**config.mk**
```make
export PLATFORM = sky130hd
export DESIGN_NAME = bla_subtractor_pipe
export DESIGN_NICKNAME = d
export VERILOG_FILES = /design/src/rtl/bla_subtractor_pipe.sv
export SDC_FILE = /design/constraint.sdc
export NUM_CORES = 1
export LEC_CHECK = 0
export CAP_MARGIN = 20
export CELL_PAD_IN_SITES_DETAIL_PLACEMENT = 1
export CELL_PAD_IN_SITES_GLOBAL_PLACEMENT = 2
export CORE_ASPECT_RATIO = 2
export CORE_MARGIN = 10
export CORE_UTILIZATION = 26
export CTS_CLUSTER_DIAMETER = 80
export DETAILED_ROUTE_END_ITERATION = 16
export PLACE_DENSITY_LB_ADDON = 0.1
export SLEW_MARGIN = 20
export SYNTH_ARGS = -nofsm -noshare
export SYNTH_HDL_FRONTEND = slang
export SYNTH_SLANG_ARGS = --single-unit
```
**constraint.sdc**
```tcl
create_clock -name clk -period 1.9 [get_ports clk]
set_clock_uncertainty 0.2 [all_clocks]
set_input_delay 0.38 -clock clk [delete_from_list [all_inputs] [get_ports clk]]
set_output_delay 0.38 -clock clk [all_outputs]
set_load 0.005 [all_outputs]
```
**src/rtl/bla_subtractor_pipe.sv**
```systemverilog
// Two-stage pipelined 8-bit borrow-lookahead subtractor on a valid/ready stream.
// Stage 1 resolves the low nibble and its group borrow; stage 2 finishes the high nibble and flags.
module bla_subtractor_pipe (
    input  logic       clk,
    input  logic       rst,
    input  logic       in_valid,
    output logic       in_ready,
    input  logic [7:0] a,
    input  logic [7:0] b,
    input  logic       bin,
    output logic       out_valid,
    input  logic       out_ready,
    output logic [7:0] diff,
    output logic       bout,
    output logic       ovf,
    output logic       zero
);

    // One 4-bit lookahead group: returns {group borrow-out, nibble difference}.
    function automatic logic [4:0] nib_sub(input logic [3:0] x, input logic [3:0] y,
                                           input logic cin);
        logic [3:0] g;
        logic [3:0] p;
        logic [4:0] c;
        logic       grp_g;
        logic       grp_p;
        g     = ~x & y;
        p     = ~(x ^ y);
        c[0]  = cin;
        c[1]  = g[0] | (p[0] & c[0]);
        c[2]  = g[1] | (p[1] & g[0]) | (p[1] & p[0] & c[0]);
        c[3]  = g[2] | (p[2] & g[1]) | (p[2] & p[1] & g[0]) | (p[2] & p[1] & p[0] & c[0]);
        grp_g = g[3] | (p[3] & g[2]) | (p[3] & p[2] & g[1]) | (p[3] & p[2] & p[1] & g[0]);
        grp_p = &p;
        c[4]  = grp_g | (grp_p & c[0]);
        return {c[4], x ^ y ^ c[3:0]};
    endfunction

    logic       s1_valid;
    logic [3:0] s1_diff_lo;
    logic       s1_c4;
    logic [3:0] s1_a_hi;
    logic [3:0] s1_b_hi;

    logic [4:0] lo_res;
    logic [4:0] hi_res;
    logic       s2_free;
    logic       s1_load;

    always_comb begin
        lo_res  = nib_sub(a[3:0], b[3:0], bin);
        hi_res  = nib_sub(s1_a_hi, s1_b_hi, s1_c4);
        s2_free = !out_valid || out_ready;
        // in_ready must never look at in_valid, or upstream could form a combinational loop.
        in_ready = !rst && (!s1_valid || s2_free);
        s1_load  = in_valid && in_ready;
    end

    // NOTE: sequential state uses non-blocking assignments so every register samples
    // pre-edge values; blocking here would let stage 2 see stage 1's new contents.
    always_ff @(posedge clk) begin
        if (rst) begin
            s1_valid   <= 1'b0;
            s1_diff_lo <= 4'h0;
            s1_c4      <= 1'b0;
            s1_a_hi    <= 4'h0;
            s1_b_hi    <= 4'h0;
            out_valid  <= 1'b0;
            diff       <= 8'h00;
            bout       <= 1'b0;
            ovf        <= 1'b0;
            zero       <= 1'b0;
        end else begin
            if (s1_load) begin
                s1_valid   <= 1'b1;
                s1_diff_lo <= lo_res[3:0];
                s1_c4      <= lo_res[4];
                s1_a_hi    <= a[7:4];
                s1_b_hi    <= b[7:4];
            end else if (s1_valid && s2_free) begin
                s1_valid <= 1'b0;
            end

            // Output register advances only when free; an empty S1 with a pop drops out_valid.
            if (s2_free) begin
                out_valid <= s1_valid;
                if (s1_valid) begin
                    diff <= {hi_res[3:0], s1_diff_lo};
                    bout <= hi_res[4];
                    ovf  <= (s1_a_hi[3] != s1_b_hi[3]) && (hi_res[3] != s1_a_hi[3]);
                    zero <= ({hi_res[3:0], s1_diff_lo} == 8'h00);
                end
            end
        end
    end

endmodule

```
# Word-level counts from Yosys, hierarchy flattened
# Cells that the tools add are included.
totals:
  regBits: 26
  in_bits: 21
  out_inout_bits: 13
op_classes:
  eq_ne: 2
  n_mux: 2
  bitwise: 60
  reduce_logical: 14
ops:
  columns: ["cell", "count"]
  rows:
  - ["$and A1 B1 Y1", 30]
  - ["$or A1 B1 Y1", 20]
  - ["$not A4 Y4", 4]
  - ["$xor A4 B4 Y4", 4]
  - ["$and A4 B4 Y4", 2]
  - ["$logic_not A8 Y1", 1]
  - ["$reduce_and A4 Y1", 2]
  - ["$logic_and A1 B1 Y1", 4]
  - ["$logic_not A1 Y1", 3]
  - ["$logic_or A1 B1 Y1", 2]
  - ["$mux W1", 2]
  - ["$ne A1 B1 Y1", 2]
  - ["$reduce_and A2 Y1", 1]
  - ["$reduce_bool A2 Y1", 1]

# Longest topological paths before layout
# Gate-level depths: netlist of run 1.
logic_depth:
  ltp_word: 9
  ltp_mapped: 6
  mapped_depth_nobuf: 6

# Worst setup path before layout of run 1
# OpenSTA, ideal clock, no wires.
synth_path:
  path_kind: "register -> register"
  startpoint: "reg s1_c4"
  endpoint: "reg zero"
  setup_time_ns: 0.059
  arrival_time_ns: 1.735
  t_required_ns: 1.641
  setup_slack_ns: -0.094
  stages_incl_launch_ff: 7
  n_path_buf: 0
  synth_period_minus_slack_ns: 1.994
  path_cell_list: "dfxtp_1 -> inv_1 -> fa_1 -> or4_4 -> nor3_2 -> and3_1 -> a31o_1"
synth_between:
  word_cells_on_any_way: 8
synth_rtl:
  columns: ["element", "line", "text"]
  rows:
  - ["start: declaration", "41", "logic s1_c4;"]
  - ["start signal: assignment", "77", "s1_c4 <= lo_res[4];"]
  - ["$xor A4 B4 Y4", "36", "return {c[4], x ^ y ^ c[3:0]};"]
  - ["net hi_res[0]", "46", "logic [4:0] hi_res;"]
  - ["$logic_not A8 Y1", "91", "zero <= ({hi_res[3:0], s1_diff_lo} == 8'h00);"]
  - ["end signal: assignment", "91", null]
  - ["end: declaration", "16", "output logic zero"]
# The timed path passes the listed nets, and every way through them passes these cells.
# A chain may end at the register's enable or synchronous reset.

# Worst setup path after layout of run 1
# Ends and elaborated chain as after synthesis.

==> impl_metrics.ini, run 1 <==
[drt]
drc_errors = 0
detail_route.iter0.violations = 18
number_of_search_and_repair_iterations_in_the_first_detailed_routing_pass = 4
post_drt_antenna_nets = 0
wl_per_cell_um = 14.5
route.final.wire_length_mm = 3.58
dr_total_vias = 1148
post_drt_via_cell_ratio = 4.63

[layout]
final_layout_size_suffix_gt1_share_pct = 19.9
num-nets-final = 225
diodes = 0
filler_cell_count = 572
most_common_cell_after_layout_fill_and_taps_aside = clkdlybuf4s50_1
area_growth_syn_to_layout_pct = 45.3
final_cell_mix = 32 x clkdlybuf4s50_1, 23 x dfxtp_1, 17 x buf_4, 14 x inv_1, 12 x nor2_1

[place]
io_buffers = 33
gpl.final_weighted_congestion = 0.699
dpl.hpwl_mm = 2.94
post-place-ws_ps = -281

[power_and_ir_drop]
leakagePower_nw = 0.791
p_per_area_nw_per_um2 = 672
worst_ir_drop_vdd_mv = 0.282

[status]
violations = setup timing
status = complete, but fails checks

[die]
dieWidth_um = 70.4
design.die.area_um2 = 8510
starting_utilization_of_the_core_area_pct = 26.9
rows = 36
io_pins = 34
dieHeight_um = 121
coreArea_um2 = 4910

[worst_setup_path]
cp_slowest_cell = fa_1
worstPathCellList = inv_2 > fa_1 > or4_4 > nor3_4 > and3_1 > a31o_1
critPathTopFamily = simple AND/OR/NAND/NOR gates
crit_path_end_kind = flop
worst-setup-path-type = flop to flop
worstRegToRegCells = 6
crit_fanout = 2
type_of_element_launching_the_critical_path = flop
critical_path.reg2reg.endpoint = zero
critical_path_required_ps = 1920
worst_ep_arrival_time_ps = 1980
delay_of_the_slowest_critical_path_stage_ps = 480
rrSetupSlack_ps = -60
r2r_start = s1_c4
path_buf_inv = 1

[yosys]
post_synth.cell_area_avg_um2 = 9.18
netlist-cell-type-count = 33
yosys_warnings = 0
syn_inst = 144
part_of_the_yosys_area_used_for_sequential_elements_pct = 39.4
postSynthRegisterBits = 26
postSynthNetCount = 176
syn_area_um2 = 1320

[cts]
hold_buffers = 0
worstSkewPairLatency_ps = 270
cts_tree = done
cts_inserted_buffers = 3
cts_sinks = 26
clk_pin_slew_ps = 90
clock-root-buffer = clkbuf_8
max-clock-path-buffers = 2
total_setup_buffers_inserted_after_cts = 0
cts.htree.levels = 1

[sta]
setup_viol_count_final = 1
unrepaired_setup_endpoints_after_global_routing = yes
final_max_slew_viol_count = 0
timing.fmax_mhz = 511
layout_min_cycle_time_ps = 1960
period_share_pct = 103
worst_slew_margin_rel_pct = 83.3
final_hold_viol_count = 0
timing.final.ws_setup_ps = -58.6
worst-slew-pin-transition_ps = 247
whs_ps = 259

[min_path]
hp-start = diff[1]
hold-path-cell-count = 2
hold_path.class = flop to flop
hold-path-endpoint = diff[1]

[global_route]
grt_overflow = 0
grt_start_max_net_pins = 27
via_count_of_the_first_global_routing_pass = 1331
wire_length_of_the_first_global_routing_pass_mm = 6.11
antenna_found_initial = 0
grt.total_usage_pct = 8.66

[flow_run]
drv_cap = 0
[repair_timing]
item / in CTS / in global routing
resized for setup: 5 / 6
endpoints found under the setup margin: 5 / 7
pin swaps: 1 / 4
[metrics by stage]
| stage | total power, mW | setup TNS (ps) | utilization (%) | std cells | area [um^2] |
|---|---|---|---|---|---|
| 2_1_floorplan | 0.807 | 0 | - | 144 | 1320 |
| 3_3_place_gp | 0.960 | -3070 | 37.4 | 245 | 1840 |
| 3_5_place_dp | 0.973 | -3610 | 37.4 | 245 | 1840 |
| 4_1_cts | 1.30 | -65.9 | 38.4 | 248 | 1880 |
| 5_1_grt | 1.37 | -174 | 39.1 | 248 | 1920 |
| 6_report | 1.29 | -58.6 | 39.1 | 248 | 1920 |
[final cells by class]
class	count	area [um^2]	area share [%]
well taps	57	71.3	3.72
multi-input cells	95	749	39.0
flip-flops and latches	26	524	27.3
repair buffers	51	473	24.6
clock buffers	3	41.3	2.15
inverters	16	60.1	3.13
[cell families after synthesis]
group,Yosys count,synth area share (%)
xor gates and xnor gates,7,4.64
muxes,6,5.11
DFF,26,39.4
AOI/OAI and AO/OA,32,15.4
buffers and inverters,23,7.29
adders and majority gates,11,11.6
and+or+nand+nor,39,16.6
[worst reg2reg max path, cell delays in order (launching register included)]
cell and delay [ps]:
dfxtp_2 340, inv_2 40, fa_1 480, or4_4 440, nor3_4 120, and3_1 160, a31o_1 130
[synthesized netlist by cell type]
library cell | count | area (um^2)
nand3b_1 | 8 | 60.1
nor2_1 | 12 | 45.0
buf_2 | 2 | 10.0
o21bai_2 | 1 | 11.3
fa_1 | 2 | 40.0
and2b_4 | 1 | 10.0
a21oi_1 | 9 | 45.0
buf_6 | 1 | 11.3
a211oi_1 | 6 | 45.0
dfxtp_1 | 26 | 521
a31o_1 | 1 | 8.76
a21oi_2 | 1 | 8.76
xor2_1 | 2 | 17.5
and3_1 | 1 | 6.26
clkbuf_1 | 4 | 15.0
nor3_1 | 1 | 5.00
o41ai_1 | 1 | 8.76
a21o_1 | 2 | 15.0
xnor2_1 | 5 | 43.8
o21ai_1 | 7 | 35.0
mux2_1 | 6 | 67.6
o21bai_1 | 1 | 7.51
a211o_1 | 1 | 8.76
nand2b_1 | 1 | 6.26
nor2b_4 | 1 | 13.8
ha_1 | 9 | 113
nor3b_1 | 1 | 7.51
nor2b_1 | 1 | 6.26
inv_1 | 16 | 60.1
nor3_2 | 1 | 10.0
nand2_1 | 10 | 37.5
or4_4 | 1 | 11.3
o21ai_0 | 2 | 10.0
[report_power, final]
part / total [mW] / internal (mW) / leakage (nW) / switching [mW]
logic: 0.355 / 0.200 / 0.555 / 0.155
clock network: 0.319 / 0.142 / 0.0216 / 0.177
registers: 0.617 / 0.588 / 0.215 / 0.0290
[routing by layer]
layer | global-route usage, % | vias to the layer above | wire length, um
li1 | - | 577 | -
met3 | 1.97 | 4 | 140
met5 | 0 | - | 0
met1 | 7.66 | 545 | 1230
met2 | 17.7 | 22 | 2170
met4 | 3.35 | 0 | 45
[registers in the layout, indices dropped and copies added (netlist names)]
signal / cells
bout: 1
diff: 8
out_valid: 1
ovf: 1
s1_a_hi: 4
s1_b_hi: 4
s1_c4: 1
s1_diff_lo: 4
s1_valid: 1
zero: 1
[worst max path at each step]
stage,startpoint,slack [ps],depth (start not counted),endpoint
2_1_floorplan,s1_b_hi[0],20,6,zero
3_3_place_gp,out_ready,-270,4,in_ready
3_5_place_dp,out_ready,-280,4,in_ready
4_1_cts,s1_c4,-70,6,zero
5_1_grt,s1_c4,-170,6,zero
6_report,s1_c4,-60,6,zero
(Power assumes the default switching activity.)
==> run 2, diff against run 1 <==
Settings changed: CORE_MARGIN 10 to 2.
==> run 2 against run 1 <==
The flow still finishes with violations (setup timing). Core utilization increased by 0.18 points. Largest power group unchanged. Worst hold slack better by 4.3 ps. Flip-flop and latch count unchanged. Critical path type unchanged. First-iteration DRC count shrank 83%. Cell area decreased by 0.46%.
==> impl_metrics.ini, run 2 (synthesis results as in run 1) <==
[status]
status = complete, but fails checks
violations = setup timing

[layout]
max_flop_register = diff
diodes = 0
area_growth_syn_to_layout_pct = 44.6
area_of_the_multi_input_gates_um2 = 741
layout.area.seq_um2 = 524
num-nets-final = 225
filler_cell_count = 557
largest_register_ff_count = 8
post_route_core_utilization_pct = 39.3
most_common_cell_after_layout_fill_and_taps_aside = clkdlybuf4s50_1
final_cell_mix = 32 x clkdlybuf4s50_1, 23 x dfxtp_1, 17 x buf_4, 14 x inv_1, 12 x nor2_1
final_layout_size_suffix_gt1_share_pct = 20.9

[cts]
max-clock-path-buffers = 2
clock-root-buffer = clkbuf_8
cts.htree.levels = 1
worstSkewPairLatency_ps = 270
cts_tree = done
total_setup_buffers_inserted_after_cts = 0
clk_pin_slew_ps = 90
cts_inserted_buffers = 3
hold_buffers = 0
cts_sinks = 26

[drt]
wl_per_cell_um = 12.2
number_of_search_and_repair_iterations_in_the_first_detailed_routing_pass = 4
post_drt_antenna_nets = 0
post_drt_via_cell_ratio = 4.60
detail_route.iter0.violations = 3
drc_errors = 0
dr_total_vias = 1140
route.final.wire_length_mm = 3.03

[worst_setup_path]
delay_of_the_slowest_critical_path_stage_ps = 500
worstPathCellList = inv_2 > fa_1 > or4_4 > nor3_4 > and3_1 > a31o_1
crit_fanout = 2
critical_path_required_ps = 1920
rrSetupSlack_ps = -90
r2r_start = s1_c4
startpoint = s1_c4
worst_ep_arrival_time_ps = 2010
crit_path_end_kind = flop
type_of_element_launching_the_critical_path = flop
worst-setup-path-type = flop to flop
cp_slowest_cell = fa_1

[sta]
tns_ps = -89.9
final_hold_viol_count = 0
worst_slew_margin_rel_pct = 82.4
whs_ps = 263
final_max_slew_viol_count = 0
worst-slew-pin-transition_ps = 264
timing.fmax_mhz = 503
period_share_pct = 105
setup_viol_count_final = 1
layout_min_cycle_time_ps = 1990
timing.final.ws_setup_ps = -89.9
unrepaired_setup_endpoints_after_global_routing = yes

[place]
post-place-ws_ps = -332
dpl.hpwl_mm = 2.45
io_buffers = 33
gpl.final_weighted_congestion = 0.677

[global_route]
via_count_of_the_first_global_routing_pass = 1188
antenna_found_initial = 0
grt_overflow = 0
grt.total_usage_pct = 11.8
grt_start_max_net_pins = 27
wire_length_of_the_first_global_routing_pass_mm = 5.11

[min_path]
hold_path.class = flop to flop
hp-start = diff[1]

[die]
dieHeight_um = 105
design.die.area_um2 = 5700
rows = 36
coreArea_um2 = 4860
starting_utilization_of_the_core_area_pct = 27.2
io_pins = 34
dieWidth_um = 54.4

[flow_run]
drv_cap = 0

[power_and_ir_drop]
worst_ir_drop_vdd_mv = 0.393
fin_total_pwr_mw = 1.28
p_per_area_nw_per_um2 = 667
leakagePower_nw = 0.794
-- run 2: cell count changes in the layout (fill, tap and decap cells not counted), moves of 2 or more --
cell     before  now
ha_1          7    9
a21oi_1       9    6
ha_4          2    0
a21oi_2       1    4
-- run 2: routing by layer --
metal | global-route usage, % | vias up | wire length [um]
li1 | - | 576 | -
met1 | 13.0 | 539 | 1140
met2 | 21.3 | 23 | 1750
met3 | 1.29 | 2 | 108
met4 | 4.82 | 0 | 34
met5 | 0 | - | 0
-- run 2: power breakdown --
part           switching (mW)  internal, mW
logic                   0.150         0.199
clock network           0.169         0.142
registers              0.0274         0.588
-- run 2: stage by stage --
| stage | std cells | cell area, um^2 |
|---|---|---|
| 2_1_floorplan | 144 | 1320 |
| 3_3_place_gp | 245 | 1840 |
| 3_5_place_dp | 245 | 1840 |
| 4_1_cts | 248 | 1890 |
| 5_1_grt | 248 | 1910 |
| 6_report | 248 | 1910 |
-- run 2: final timing paths --
kind         endpoint  cells after the start
max              zero                      6
min           diff[1]                      2
max reg2reg      zero                      6
min reg2reg   diff[1]                      2
-- run 2: worst max-delay path, delay by kind of cell, from the launching register on --
| family | cells | cell delay [ps] |
|---|---|---|
| DFF | 1 | 350 |
| AOI/OAI and AO/OA | 1 | 130 |
| buffers and inverters | 1 | 40 |
| and+or+nand+nor | 3 | 720 |
| adders and majority gates | 1 | 500 |
-- run 2: timing repair --
item	CTS	global route
setup endpoints to repair	3	8
pin swaps	1	4
resized for setup	6	8
gates cloned	0	0
-- run 2: cell type report --
| cell class | instances | area share, % |
|---|---|---|
| tap | 57 | 3.73 |
| multi-input combinational | 95 | 38.8 |
| timing repair buffer | 51 | 24.8 |
| inverter | 16 | 3.14 |
| sequential | 26 | 27.4 |
| clock buffer | 3 | 2.16 |
==> run 3, diff against run 2 <==
Settings changed: GPL_TIMING_DRIVEN set to 0.
==> run 3 against run 2 <==
The flow still finishes with violations (setup timing). Maximum frequency decreased by 1.4%. Setup slack got worse by 28 ps. Power increased by 4.2%. Die area unchanged. Largest power group unchanged.
==> impl_metrics.ini, run 3 (synthesis results as in run 1) <==
[place]
placedCellCount = 234
placed_area_um2 = 1730
dpl.hpwl_mm = 2.52
gpl.final_weighted_congestion = 0.657
post-place-ws_ps = -686
io_buffers = 33

[sta]
layout_min_cycle_time_ps = 2020
unrepaired_setup_endpoints_after_global_routing = yes
final_hold_viol_count = 0
setup_viol_count_final = 1
final_max_slew_viol_count = 0
worst_slew_margin_rel_pct = 69.3
timing.final.ws_setup_ps = -118
period_share_pct = 106
worst-slew-pin-transition_ps = 461
whs_ps = 263
timing.fmax_mhz = 496
tns_ps = -118

[layout]
layout.cell_area.non_filler_um2 = 1860
fin_cells = 243
num-nets-final = 219
area_growth_syn_to_layout_pct = 40.7
most_common_cell_after_layout_fill_and_taps_aside = clkdlybuf4s50_1
final_layout_size_suffix_gt1_share_pct = 16.1
max_flop_register = diff
final_cell_mix = 29 x clkdlybuf4s50_1, 23 x dfxtp_1, 14 x inv_1, 12 x nor2_1, 10 x nand2_1
diodes = 0
largest_register_ff_count = 8

[worst_setup_path]
worst_ep_arrival_time_ps = 2040
rrSetupSlack_ps = -120
delay_of_the_slowest_critical_path_stage_ps = 510
timing.critical_path.depth = 6
worstPathCellList = inv_2 > fa_1 > or4_4 > nor3_4 > and3_1 > a31o_1
worst-setup-path-type = flop to flop
type_of_element_launching_the_critical_path = flop
crit_fanout = 2
worstRegToRegCells = 6
path_buf_inv = 1
critPathTopFamily = simple AND/OR/NAND/NOR gates
startpoint = s1_c4
crit_path_end_kind = flop
critical_path_required_ps = 1920
r2r_start = s1_c4
cp_slowest_cell = fa_1

[min_path]
hold-path-cell-count = 2
hp-start = diff[2]
hold_path.class = flop to flop

[drt]
drc_errors = 0
post_drt_antenna_nets = 0
route.final.wire_length_mm = 3.15
number_of_search_and_repair_iterations_in_the_first_detailed_routing_pass = 2
dr_total_vias = 1126
wl_per_cell_um = 13.0
post_drt_via_cell_ratio = 4.63
detail_route.iter0.violations = 2

[global_route]
grt_start_max_net_pins = 15
via_count_of_the_first_global_routing_pass = 1162
antenna_found_initial = 0
grt_overflow = 0
wire_length_of_the_first_global_routing_pass_mm = 5.19
grt.total_usage_pct = 12.2

[die]
dieHeight_um = 105
starting_utilization_of_the_core_area_pct = 27.2
design.die.area_um2 = 5700
rows = 36
io_pins = 34
dieWidth_um = 54.4
coreArea_um2 = 4860

[cts]
cts_inserted_buffers = 3
clk_pin_slew_ps = 100
cts.htree.levels = 1
cts_tree = done
max-clock-path-buffers = 2
clock-root-buffer = clkbuf_8
hold_buffers = 0
worstSkewPairLatency_ps = 280
cts_sinks = 26

[power_and_ir_drop]
power.combinational.fraction_pct = 25.8
intPower_mw = 0.963
pwr-share-clk_pct = 28.0
p_sw_mw = 0.365
swShare_pct = 27.5
power.sequential.fraction_pct = 46.2
leakagePower_nw = 0.765
worst_ir_drop_vdd_mv = 0.439
p_per_area_nw_per_um2 = 715

[status]
status = complete, but fails checks
violations = setup timing

[flow_run]
drv_cap = 0
-- run 3: cell type report --
class	instances	area [um^2]
plain buffers	7	40.0
clock buffers	4	55.1
fillers	588	3010
inverters	16	60.1
multi-input cells	95	746
flip-flops and latches	26	524
well taps	57	71.3
repair buffers	38	363
-- run 3: power groups by stage --
| stage | sequential (mW) | combinational [mW] | clock (mW) |
|---|---|---|---|
| after global routing | 0.620 | 0.383 | 0.404 |
| final | 0.614 | 0.342 | 0.372 |
| after global placement | 0.627 | 0.301 | 0 |
| after CTS | 0.617 | 0.326 | 0.394 |
| after floorplan | 0.623 | 0.185 | 0 |
| after detailed placement | 0.628 | 0.307 | 0 |
-- run 3: timing repair --
action	CTS	global route
pin swaps	2	6
gates resized for setup	10	8
endpoints found under the setup margin	7	7
endpoints found under the hold margin	0	0
setup buffers	3	2
gates cloned	0	0
-- run 3: per-layer routing --
layer / global-route usage, % / vias to the layer above / routed length [um]
met5: 0 / - / 0
met2: 23.3 / 25 / 1810
met4: 5.36 / 0 / 57
li1: - / 565 / -
met3: 1.29 / 4 / 126
met1: 12.0 / 532 / 1160
-- run 3: worst paths after layout --
check	to
max	zero
min	diff[2]
max reg2reg	zero
min reg2reg	diff[2]
-- run 3: tightest hold or removal path: stages (launching register included) --
cell     delay [ps]
dfxtp_1         320
nand2_1          50
a21oi_1          50
-- run 3: per-stage QoR --
| step | utilization, % | total power [mW] |
|---|---|---|
| 2_1_floorplan | - | 0.807 |
| 3_3_place_gp | 35.5 | 0.927 |
| 3_5_place_dp | 35.5 | 0.935 |
| 4_1_cts | 37.4 | 1.34 |
| 5_1_grt | 38.2 | 1.41 |
| 6_report | 38.2 | 1.33 |
